`config.mk`:
```
export PLATFORM = sky130hd
export DESIGN_NAME = phase_light_controller
export DESIGN_NICKNAME = d
export VERILOG_FILES = /design/src/rtl/phase_light_controller_pkg.sv /design/src/rtl/rr_phase_arbiter.sv /design/src/rtl/phase_light_controller.sv
export SDC_FILE = /design/constraint.sdc
export NUM_CORES = 1
export LEC_CHECK = 0
export CAP_MARGIN = 20
export CORE_MARGIN = 5
export CORE_UTILIZATION = 25
export DETAILED_ROUTE_END_ITERATION = 8
export GPL_TIMING_DRIVEN = 0
export SYNTH_ARGS = -nofsm -noshare
export SYNTH_HDL_FRONTEND = slang
export SYNTH_HIERARCHICAL = 1
export SYNTH_SLANG_ARGS = --single-unit
```
`constraint.sdc`:
```
create_clock -name clk -period 3.25 [get_ports clk]
set_clock_uncertainty 0.2 [all_clocks]
set_input_delay 0.4875 -clock clk [delete_from_list [all_inputs] [get_ports clk]]
set_output_delay 0.4875 -clock clk [all_outputs]
set_load 0.005 [all_outputs]
```
`src/rtl/phase_light_controller_pkg.sv`:
```
// ============================================================================
// Module   : light_package
// Brief    : Lamp colours and controller state encoding shared by the
//            phase light controller and its testbench.
// Revision : 1.0 - initial release
// ============================================================================
`default_nettype none

package light_package;

    typedef enum logic [1:0] {
        COLOR_RED    = 2'd0,
        COLOR_YELLOW = 2'd1,
        COLOR_GREEN  = 2'd2
    } colors;

    typedef enum logic [1:0] {
        IDLE   = 2'd0,
        GREEN  = 2'd1,
        YELLOW = 2'd2,
        CLEAR  = 2'd3
    } tlc_phase_state_t;

endpackage

`default_nettype wire

```
`src/rtl/rr_phase_arbiter.sv`:
```
// ============================================================================
// Module   : rr_phase_arbiter
// Brief    : Combinational phase selector. TLC_ROUND_ROBIN_EN selects
//            round-robin from last+1; otherwise lowest index wins.
// Revision : 1.0 - initial release
// ============================================================================
`default_nettype none

module rr_phase_arbiter
    import light_package::*;
#(
    parameter int NUM_PHASES = 5
) (
    input  logic [NUM_PHASES-1:0]         demand,
    input  logic [$clog2(NUM_PHASES)-1:0] last,
    output logic [$clog2(NUM_PHASES)-1:0] grant,
    output logic                          any_req
);

    localparam int c_IDX_W = $clog2(NUM_PHASES);

    assign any_req = |demand;

`ifdef TLC_ROUND_ROBIN_EN
    logic               w_found;
    logic [c_IDX_W-1:0] w_idx;

    // Search starts just after the last-served phase, so it is only regranted
    // once every other phase has been passed over.
    always_comb begin
        w_found = 1'b0;
        w_idx   = '0;
        grant   = '0;
        for (int i = 1; i <= NUM_PHASES; i++) begin
            w_idx = c_IDX_W'((int'(last) + i) % NUM_PHASES);
            if (!w_found && demand[w_idx]) begin
                grant   = w_idx;
                w_found = 1'b1;
            end
        end
    end
`else
    logic w_unused_last;
    assign w_unused_last = ^last;

    always_comb begin
        grant = '0;
        for (int i = NUM_PHASES - 1; i >= 0; i--) begin
            if (demand[i]) grant = c_IDX_W'(i);
        end
    end
`endif

endmodule

`default_nettype wire

```
`src/rtl/phase_light_controller.sv`:
```
// ============================================================================
// Module   : phase_light_controller
// Brief    : N-phase traffic-light controller with gap, max-green, yellow and
//            all-red timing. Define TLC_ROUND_ROBIN_EN for round-robin service.
// Revision : 1.0 - initial release
// ============================================================================
`default_nettype none

module phase_light_controller
    import light_package::*;
#(
    parameter int NUM_PHASES    = 5,
    parameter int GAP_CYCLES    = 5,
    parameter int MAX_GREEN     = 10,
    parameter int YELLOW_CYCLES = 2,
    parameter int ALLRED_CYCLES = 1
) (
    input  logic                          clk,
    input  logic                          reset,
    input  logic [NUM_PHASES-1:0]         demand,
    output colors                         light [NUM_PHASES],
    output logic [$clog2(NUM_PHASES)-1:0] active_phase,
    output logic                          phase_valid
);

    localparam int c_IDX_W   = $clog2(NUM_PHASES);
    localparam int c_GREEN_W = $clog2(MAX_GREEN + 1);
    localparam int c_GAP_W   = $clog2(GAP_CYCLES + 1);
    localparam int c_TMR_MAX = (YELLOW_CYCLES > ALLRED_CYCLES) ? YELLOW_CYCLES : ALLRED_CYCLES;
    localparam int c_TMR_W   = $clog2(c_TMR_MAX + 1);

    localparam logic [c_GREEN_W-1:0] c_GREEN_LAST  = c_GREEN_W'(MAX_GREEN - 1);
    localparam logic [c_GAP_W-1:0]   c_GAP_LAST    = c_GAP_W'(GAP_CYCLES - 1);
    localparam logic [c_TMR_W-1:0]   c_YELLOW_LAST = c_TMR_W'(YELLOW_CYCLES - 1);
    localparam logic [c_TMR_W-1:0]   c_ALLRED_LAST = c_TMR_W'(ALLRED_CYCLES - 1);

    tlc_phase_state_t   r_state,     w_state_nxt;
    logic [c_IDX_W-1:0] r_cur,       w_cur_nxt;
    logic [c_IDX_W-1:0] r_last,      w_last_nxt;
    logic [c_GREEN_W-1:0] r_green_ctr, w_green_nxt;
    logic [c_GAP_W-1:0]   r_gap_ctr,   w_gap_nxt;
    logic [c_TMR_W-1:0]   r_tmr,       w_tmr_nxt;

    logic [c_IDX_W-1:0]    w_grant;
    logic                  w_any_req;
    logic [NUM_PHASES-1:0] w_others;

    rr_phase_arbiter #(
        .NUM_PHASES (NUM_PHASES)
    ) u_arbiter (
        .demand  (demand),
        .last    (r_last),
        .grant   (w_grant),
        .any_req (w_any_req)
    );

    assign w_others = demand & ~(NUM_PHASES'(1) << r_cur);

    always_ff @(posedge clk) begin
        if (reset) begin
            r_state     <= IDLE;
            r_cur       <= '0;
            r_last      <= c_IDX_W'(NUM_PHASES - 1);
            r_green_ctr <= '0;
            r_gap_ctr   <= '0;
            r_tmr       <= '0;
        end else begin
            r_state     <= w_state_nxt;
            r_cur       <= w_cur_nxt;
            r_last      <= w_last_nxt;
            r_green_ctr <= w_green_nxt;
            r_gap_ctr   <= w_gap_nxt;
            r_tmr       <= w_tmr_nxt;
        end
    end

    always_comb begin
        w_state_nxt = r_state;
        w_cur_nxt   = r_cur;
        w_last_nxt  = r_last;
        w_green_nxt = r_green_ctr;
        w_gap_nxt   = r_gap_ctr;
        w_tmr_nxt   = r_tmr;
        case (r_state)
            IDLE: begin
                if (w_any_req) begin
                    w_cur_nxt   = w_grant;
                    w_last_nxt  = w_grant;
                    w_green_nxt = '0;
                    w_gap_nxt   = '0;
                    w_state_nxt = GREEN;
                end
            end
            GREEN: begin
                if (r_green_ctr != c_GREEN_LAST) w_green_nxt = r_green_ctr + 1'b1;
                // Returning traffic on the green phase restarts the gap.
                if (demand[r_cur]) w_gap_nxt = '0;
                else               w_gap_nxt = r_gap_ctr + 1'b1;
                if ((!demand[r_cur] && (r_gap_ctr == c_GAP_LAST)) ||
                    ((r_green_ctr == c_GREEN_LAST) && (|w_others))) begin
                    w_state_nxt = YELLOW;
                    w_tmr_nxt   = '0;
                end
            end
            YELLOW: begin
                if (r_tmr == c_YELLOW_LAST) begin
                    w_state_nxt = CLEAR;
                    w_tmr_nxt   = '0;
                end else begin
                    w_tmr_nxt = r_tmr + 1'b1;
                end
            end
            default: begin
                if (r_tmr == c_ALLRED_LAST) begin
                    w_state_nxt = IDLE;
                    w_tmr_nxt   = '0;
                end else begin
                    w_tmr_nxt = r_tmr + 1'b1;
                end
            end
        endcase
    end

    always_comb begin
        for (int i = 0; i < NUM_PHASES; i++) light[i] = COLOR_RED;
        phase_valid  = 1'b0;
        active_phase = '0;
        if (r_state == GREEN) begin
            light[r_cur] = COLOR_GREEN;
            phase_valid  = 1'b1;
            active_phase = r_cur;
        end else if (r_state == YELLOW) begin
            light[r_cur] = COLOR_YELLOW;
            phase_valid  = 1'b1;
            active_phase = r_cur;
        end
    end

endmodule

`default_nettype wire

```
Word-level counts from Yosys, hierarchy flattened. Index checks and enable logic that the tools add are counted.

Register bits: 14. Latch bits: 0. RAM bits: 0. Bits in read-only memories: 0. Bits of input ports: 7. Logic and storage cells: 72. Memories: 0.

$add $sub $neg: 3. $mul: 0. Div/mod/pow operators: 0. Magnitude comparators: 3. Equality and inequality tests: 10. Shift-type cells: 1. Muxes and demuxes: 30. Bitwise logic cells: 4. Reduce and logical (&&, ||, !) cells: 16.

Operator list (number): $mux 3 (9); $mux 2 (8); $pmux 2 s3 (2); $mux 10 (1); $reduce_or 5->1 (2); $mux 9 (1); $mux 4 (2); $pmux 4 s2 (1); $demux 2 s3 (1); $ne 2x2->1 const B (3); $pmux 3 s2 (1); $reduce_and 2->1 (3); $and 5x5->5 (1); $not 5->5 (1); $shl 1x3->5 const A (1); $add 4x1->4 const B (1); $eq 2x1->1 const B (2); $eq 4x4->1 const B (1); $ge 4x4->1 const B (1); $logic_not 2->1 (2); $lt 3x4->1 const B (1); $lt 4x1->1 const B (1); $ne 4x4->1 const B (1); $not 3->4 (1); other kinds (15) (19).

Longest topological paths before layout. Gate-level depths: netlist of run 1.

Depth in word-level cells: 8. Gate-level depth with buffers: 8.

By module. The synthesis of run 1 kept the hierarchy.

Modules (own cells, without submodules): phase_light_controller (times used 1, cells each 138, area an instance 1107.3 sq um, sequential area each 300.3 sq um); rr_phase_arbiter (times used 1, cells each 8, area an instance 48.8 sq um, sequential area each 0.0 sq um).

Least setup slack after synthesis of run 1. Ideal clock, no wire load.

Kind: input port to flip-flop. Start point: input demand[3]. End point: register r_tmr[0]. Library setup time: 0.121 ns. Arrival: 1.899 ns. Data required time: 2.929 ns. Slack: 1.030 ns. Stages: 5. Cell sequence: mux4_2 nor2b_4 o31a_1 a21oi_1 mux2_2.

Cells in the longest elaborated chain, start to end: 7.

Ends and longest elaborated chain: start, declared (RTL line phase_light_controller.sv:20) `input logic [NUM_PHASES-1:0] demand,`; $bmux 1 s3 (RTL line phase_light_controller.sv:99) `if ((!demand[r_cur] && (r_gap_ctr == c_GAP_LAST)) ||`; $mux 1 (implied by the code) (RTL line phase_light_controller.sv:99); $logic_not 1->1 (RTL line phase_light_controller.sv:99); $logic_and 1x1->1 (RTL line phase_light_controller.sv:99); $logic_or 1x1->1 * (RTL line phase_light_controller.sv:99); $ne 2x2->1 (no source line) *; $reduce_and 2->1 (no source line) *; end signal, assigned (RTL line phase_light_controller.sv:73) `r_tmr <= w_tmr_nxt;`; end, declared (RTL line phase_light_controller.sv:42) `logic [c_TMR_W-1:0] r_tmr, w_tmr_nxt;`.

Every way passes the cells marked *; elsewhere a longest branch is shown, timed or not. The select of a mux whose other input is x is not followed. A chain may end at the register's enable or synchronous reset.

==> reports/metrics.cfg, run 1 <==
[drt]
wl_mm = 2.39
ant_nets = 0
drc_errors = 0
vias_per_cell = 4.61
wl_per_cell_um = 11.0
vias = 1005
drt-pass1-iter-count = 4
first_iter_violations = 41

[pwr]
powerDensity_nw_per_um2 = 585
seqPwrFrac_pct = 26.0
power_switching_w = 0.000334
p_sw_share_pct = 39.8
power.total_w = 0.000841
p_int_w = 0.000506
ir_drop_uv = 174
pwr-share-comb_pct = 53.2
clkPwrFrac_pct = 20.8
p_leak_nw = 0.561

[timing]
hold_violations = 0
finalCritPeriodShare_pct = 94.6
max_slew_margin_pct = 73.4
finalSetupTns_ps = 0
slew_violations = 0
period_minus_slack_ps = 3080
finalSetupViolCount = 0
rsz0062_at_grt = false
tightestPinTransition_ps = 388
holdWs_ps = 287
fmax_mhz = 325

[job]
cap_violations = 0

[die]
die_x_um = 77.2
die_area_um2 = 5950
start_util_pct = 25.9
die_h_um = 77.2
ios = 21
fp-row-count = 24
core_region_area_um2 = 4350

[finish]
finalInstanceArea_um2 = 1440
syn2layout_area_growth_pct = 27.5
diodes = 0
postLayoutCoreUtil_pct = 33.0
layout-drive-gt1-share_pct = 7.83
num-nets-final = 186
seqCellArea_um2 = 280
n_fill_cell = 462
multi_input_area_um2 = 786

[synthesis]
syn_area_um2 = 1130
synthesis.nets = 162
yosysWarnings = 6
synth_cells = 143
avgSynthCellArea_um2 = 7.88

[critical_path]
cp-end-kind = output pin
arrival_ps = 2390
start_kind = flip-flop
path_class = flip-flop to output pin
required_ps = 2560
crit_fanout = 10

[clocking]
cts_resized = 0
h-tree-depth = 1
post_cts_buffers = 0
cts_made_buffers = 3
clockRootBuffer = clkbuf_8
cts_tree = yes
clk_pin_slew_worst_paths_ps = 60
holdBufCountCts = 0
clock_sinks = 14
cts_max_path_buffers = 2
worst_skew_pair.late_latency_ps = 250

[global_routing]
grt_max_degree = 11
antenna_found_initial = 0
grt_pass1_vias = 981
grt_first_pass_wirelength_mm = 4.10
grt.overflow.total = 0
track_usage_pct = 7.96

[placed_design]
dpl_cell_area_um2 = 1380
hpwl_mm = 1.87
io_buffer_count = 19
place.gp.congestion = 0.788

[min_path]
min_path_type = flip-flop to flip-flop

[run_status]
status = finished clean

[registers in the layout, summed over array words and instances (netlist names)]
register and cells:
r_state 2, r_tmr 2, r_green_ctr 4, r_cur 3, r_gap_ctr 3
[layout make-up]
type | count | area share, %
clock buffer | 4 | 3.83
multi-input combinational | 113 | 54.7
inverter | 9 | 2.35
sequential | 14 | 19.5
buffer | 7 | 1.91
timing repair buffer | 19 | 13.2
tap | 52 | 4.53
[through the flow]
stage	cells	setup slack, ps
finish	218	175
global route	218	35.9
CTS	218	154
detailed placement	214	352
global placement	214	341
floorplan	143	1030
[critical path, stage by stage, from the launching register on]
cell,delay (ps)
dfxtp_1,370
inv_1,80
ha_1,240
clkbuf_1,230
or3b_2,540
nor3_1,150
clkdlybuf4s50_1,530
[per-layer routing]
layer	vias up	global-route usage (%)	share of wire, %
li1	530	-	-
met1	449	9.90	50
met2	21	12.9	43
met3	5	1.99	5.6
met4	0	3.44	1.5
met5	-	0	0
[path summary, 6_finish.rpt]
check	startpoint	end	slack, ps	cells after the start
setup reg to reg	r_cur[0]	r_tmr[1]	1010	5
hold reg to reg	r_gap_ctr[1]	r_gap_ctr[1]	290	2
setup / recovery	r_state[1]	light[8]	170	6
hold / removal	r_gap_ctr[1]	r_gap_ctr[1]	290	2
[cell usage in the layout, fill, tap and decap left out, drive strengths merged]
cell type / instances
a21oi: 9
a221oi: 1
a311oi: 1
a32oi: 1
and2: 1
and3: 2
and3b: 1
and4b: 1
buf: 1
clkbuf: 10
clkdlybuf4s50: 19
dfxtp: 14
ha: 12
inv: 9
mux2: 3
mux2i: 7
mux4: 1
nand2: 10
nand2b: 11
nand3: 4
nand3b: 1
nand4: 2
nor2: 24
nor2b: 5
nor3: 3
nor4: 1
nor4b: 3
o21ai: 3
o21bai: 1
o31a: 1
o31ai: 1
or3b: 1
xor2: 2
[power by group through the flow]
stage               combinational (W)  clock (W)  sequential, W
global placement             0.000451          0       0.000223
global route                 0.000501   0.000188       0.000224
CTS                          0.000454   0.000180       0.000219
detailed placement           0.000451          0       0.000222
finish                       0.000447   0.000175       0.000218
floorplan                    0.000320          0       0.000218
No activity file was read; power rests on OpenSTA's default activity.
==> run 2, diff against run 1 <==
--- a/config.mk
+++ b/config.mk
@@ -12,5 +12,4 @@
 export GPL_TIMING_DRIVEN = 0
 export SYNTH_ARGS = -nofsm -noshare
 export SYNTH_HDL_FRONTEND = slang
-export SYNTH_HIERARCHICAL = 1
 export SYNTH_SLANG_ARGS = --single-unit
==> constraint.sdc (replaced) <==
create_clock -name clk -period 3.6 [get_ports clk]
set_clock_uncertainty 0.2 [all_clocks]
set_input_delay 0.54 -clock clk [delete_from_list [all_inputs] [get_ports clk]]
set_output_delay 0.54 -clock clk [all_outputs]
set_load 0.005 [all_outputs]
==> reports/metrics.cfg, run 2 <==
[run_status]
status = finished clean

[pwr]
p_leak_nw = 0.544
ir_drop_uv = 179
powerDensity_nw_per_um2 = 566

[critical_path]
required_ps = 2860
start_kind = flip-flop
crit_fanout = 8
reg2reg_depth = 5
slowest_delay_ps = 530
slowest_stage = clkdlybuf4s50_1
critPathBufInv = 3
reg2reg_to = r_state[0]
path_class = flip-flop to output pin
startpoint = r_state[1]
cp_cell_sequence = inv_1 -> ha_1 -> inv_2 -> nand2_1 -> nor3_1 -> clkdlybuf4s50_1
cp-end-kind = output pin
critPathTopFamily = buffers and inverters
reg2reg_slack_ps = 1520
r2r_start = r_cur[0]
arrival_ps = 2030

[finish]
reg_top3 = r_green_ctr (4), r_cur (3), r_gap_ctr (3)
syn2layout_area_growth_pct = 26.7
final_cell_mix = nor2_1 (22), clkdlybuf4s50_1 (19), dfxtp_1 (14)
diodes = 0
layout-drive-gt1-share_pct = 8.24
max_flop_register = r_green_ctr
num-nets-final = 190
final_common_cell = nor2_1
finalInstanceArea_um2 = 1490
largest_reg_flops = 4

[drt]
wl_mm = 2.72
drc_errors = 0
vias = 1097
ant_nets = 0
first_iter_violations = 31
vias_per_cell = 4.90
wl_per_cell_um = 12.1
drt-pass1-iter-count = 4

[timing]
max_slew_margin_pct = 61.9
rsz0062_at_grt = false
slew_violations = 0
hold_violations = 0
period_minus_slack_ps = 2770
finalSetupTns_ps = 0
fmax_mhz = 361
tightestPinTransition_ps = 570
finalCritPeriodShare_pct = 77.0
finalSetupViolCount = 0

[synthesis]
synthFlopType = dfxtp_1
synthesis.nets = 166
yosysUniqueCellTypes = 45
ys_seq_elements = 14
yosysTopAreaCell = dfxtp_1
async_reset_ff_share_pct = 0
yosysMostFrequentCell = nor2_1
avgSynthCellArea_um2 = 7.98
ys_top_cells_by_area = dfxtp_1 (24%), ha_1 (13%), nor2_1 (7.0%)
synthTopCellsByCount = nor2_1 (22), dfxtp_1 (14), nor3_1 (13), ha_1 (12), inv_1 (10)
ys_seq_area_share_pct = 23.9
syn_area_um2 = 1170
yosysWarnings = 0
synth_edf_count = 0
synth_top_area_share_pct = 23.9
synth_cells = 147

[global_routing]
antenna_found_initial = 0
busiest_layer = met2
grt_max_degree = 11
met3_usage_pct = 2.64
grt_first_pass_wirelength_mm = 4.60
grt_pass1_vias = 1001
track_usage_pct = 9.38
grt.overflow.total = 0
use_met1_pct = 11.8
met2_usage_pct = 15.3

[min_path]
hold_depth = 2
min-delay-start = r_gap_ctr[2]
hold_path_end = r_gap_ctr[2]
min_path_type = flip-flop to flip-flop

[placed_design]
io_buffer_count = 19
dpl_cell_area_um2 = 1430
place.gp.congestion = 0.739
hpwl_mm = 2.13

[clocking]
cts_made_buffers = 3
post_cts_buffers = 0
cts_tree = yes
clk_pin_slew_worst_paths_ps = 60
clock_sinks = 14
cts_resized = 0
holdBufCountCts = 0
cts_max_path_buffers = 2
h-tree-depth = 1
clockRootBuffer = clkbuf_8
worst_skew_pair.late_latency_ps = 250

[die]
die_x_um = 78.5
die_h_um = 78.5
start_util_pct = 25.3
fp-row-count = 25
core_region_area_um2 = 4630
ios = 21
die_area_um2 = 6160

[job]
cap_violations = 0

==> run 2: layout make-up <==
type | instances | area (um2)
Buffer | 5 | 37.5
Clock buffer | 4 | 55.1
Fill cell | 517 | 3140
Inverter | 11 | 41.3
Multi-Input combinational cell | 117 | 813
Sequential cell | 14 | 280
Tap cell | 54 | 67.6
Timing Repair Buffer | 19 | 190
==> run 2: routing by layer <==
metal  vias to the layer above  wire length (um)
met2                        29              1110
met4                         0                49
met1                       487              1430
met5                         -                 0
met3                         6               132
li1                        575                 -
==> run 2: cells by family after synthesis <==
family          count (synthesis)  synth area share, %
xor+xnor                        2                 1.49
flops                          14                 23.9
simple gates                   67                 30.6
buf+inv                        16                 6.72
mux                             6                 5.23
fa+ha+maj                      12                 12.8
compound gates                 30                 19.2
==> run 2: power by group <==
group | switching, W | internal [W]
Sequential | 0.0000377 | 0.000188
Clock | 0.0000613 | 0.0000970
Combinational | 0.000248 | 0.000209
==> run 2: through the flow <==
step                hold WS [ps]  utilization [%]  setup slack [ps]  power (W)  instances
floorplan                    270                -              1540   0.000553        147
global placement             303             30.9               836   0.000677        220
detailed placement           307             30.9               848   0.000686        220
CTS                          324             32.1               814   0.000851        224
global route                 357             32.1               682   0.000915        224
finish                       330             32.1               828   0.000840        224
==> run 2: how the worst max path moves through the flow <==
stage | end | depth (start not counted)
6_report | light[6] | 6
5_1_grt | light[6] | 6
4_1_cts | light[6] | 6
3_5_place_dp | r_state[0] | 6
3_3_place_gp | r_state[0] | 6
2_1_floorplan | r_state[0] | 5
==> run 2: worst min-delay path: cells and delay by family (launching register included) <==
| kind | cells | cell delay, ps |
|---|---|---|
| DFF | 1 | 350 |
| and+or+nand+nor | 1 | 80 |
| AOI/OAI and AO/OA | 1 | 70 |
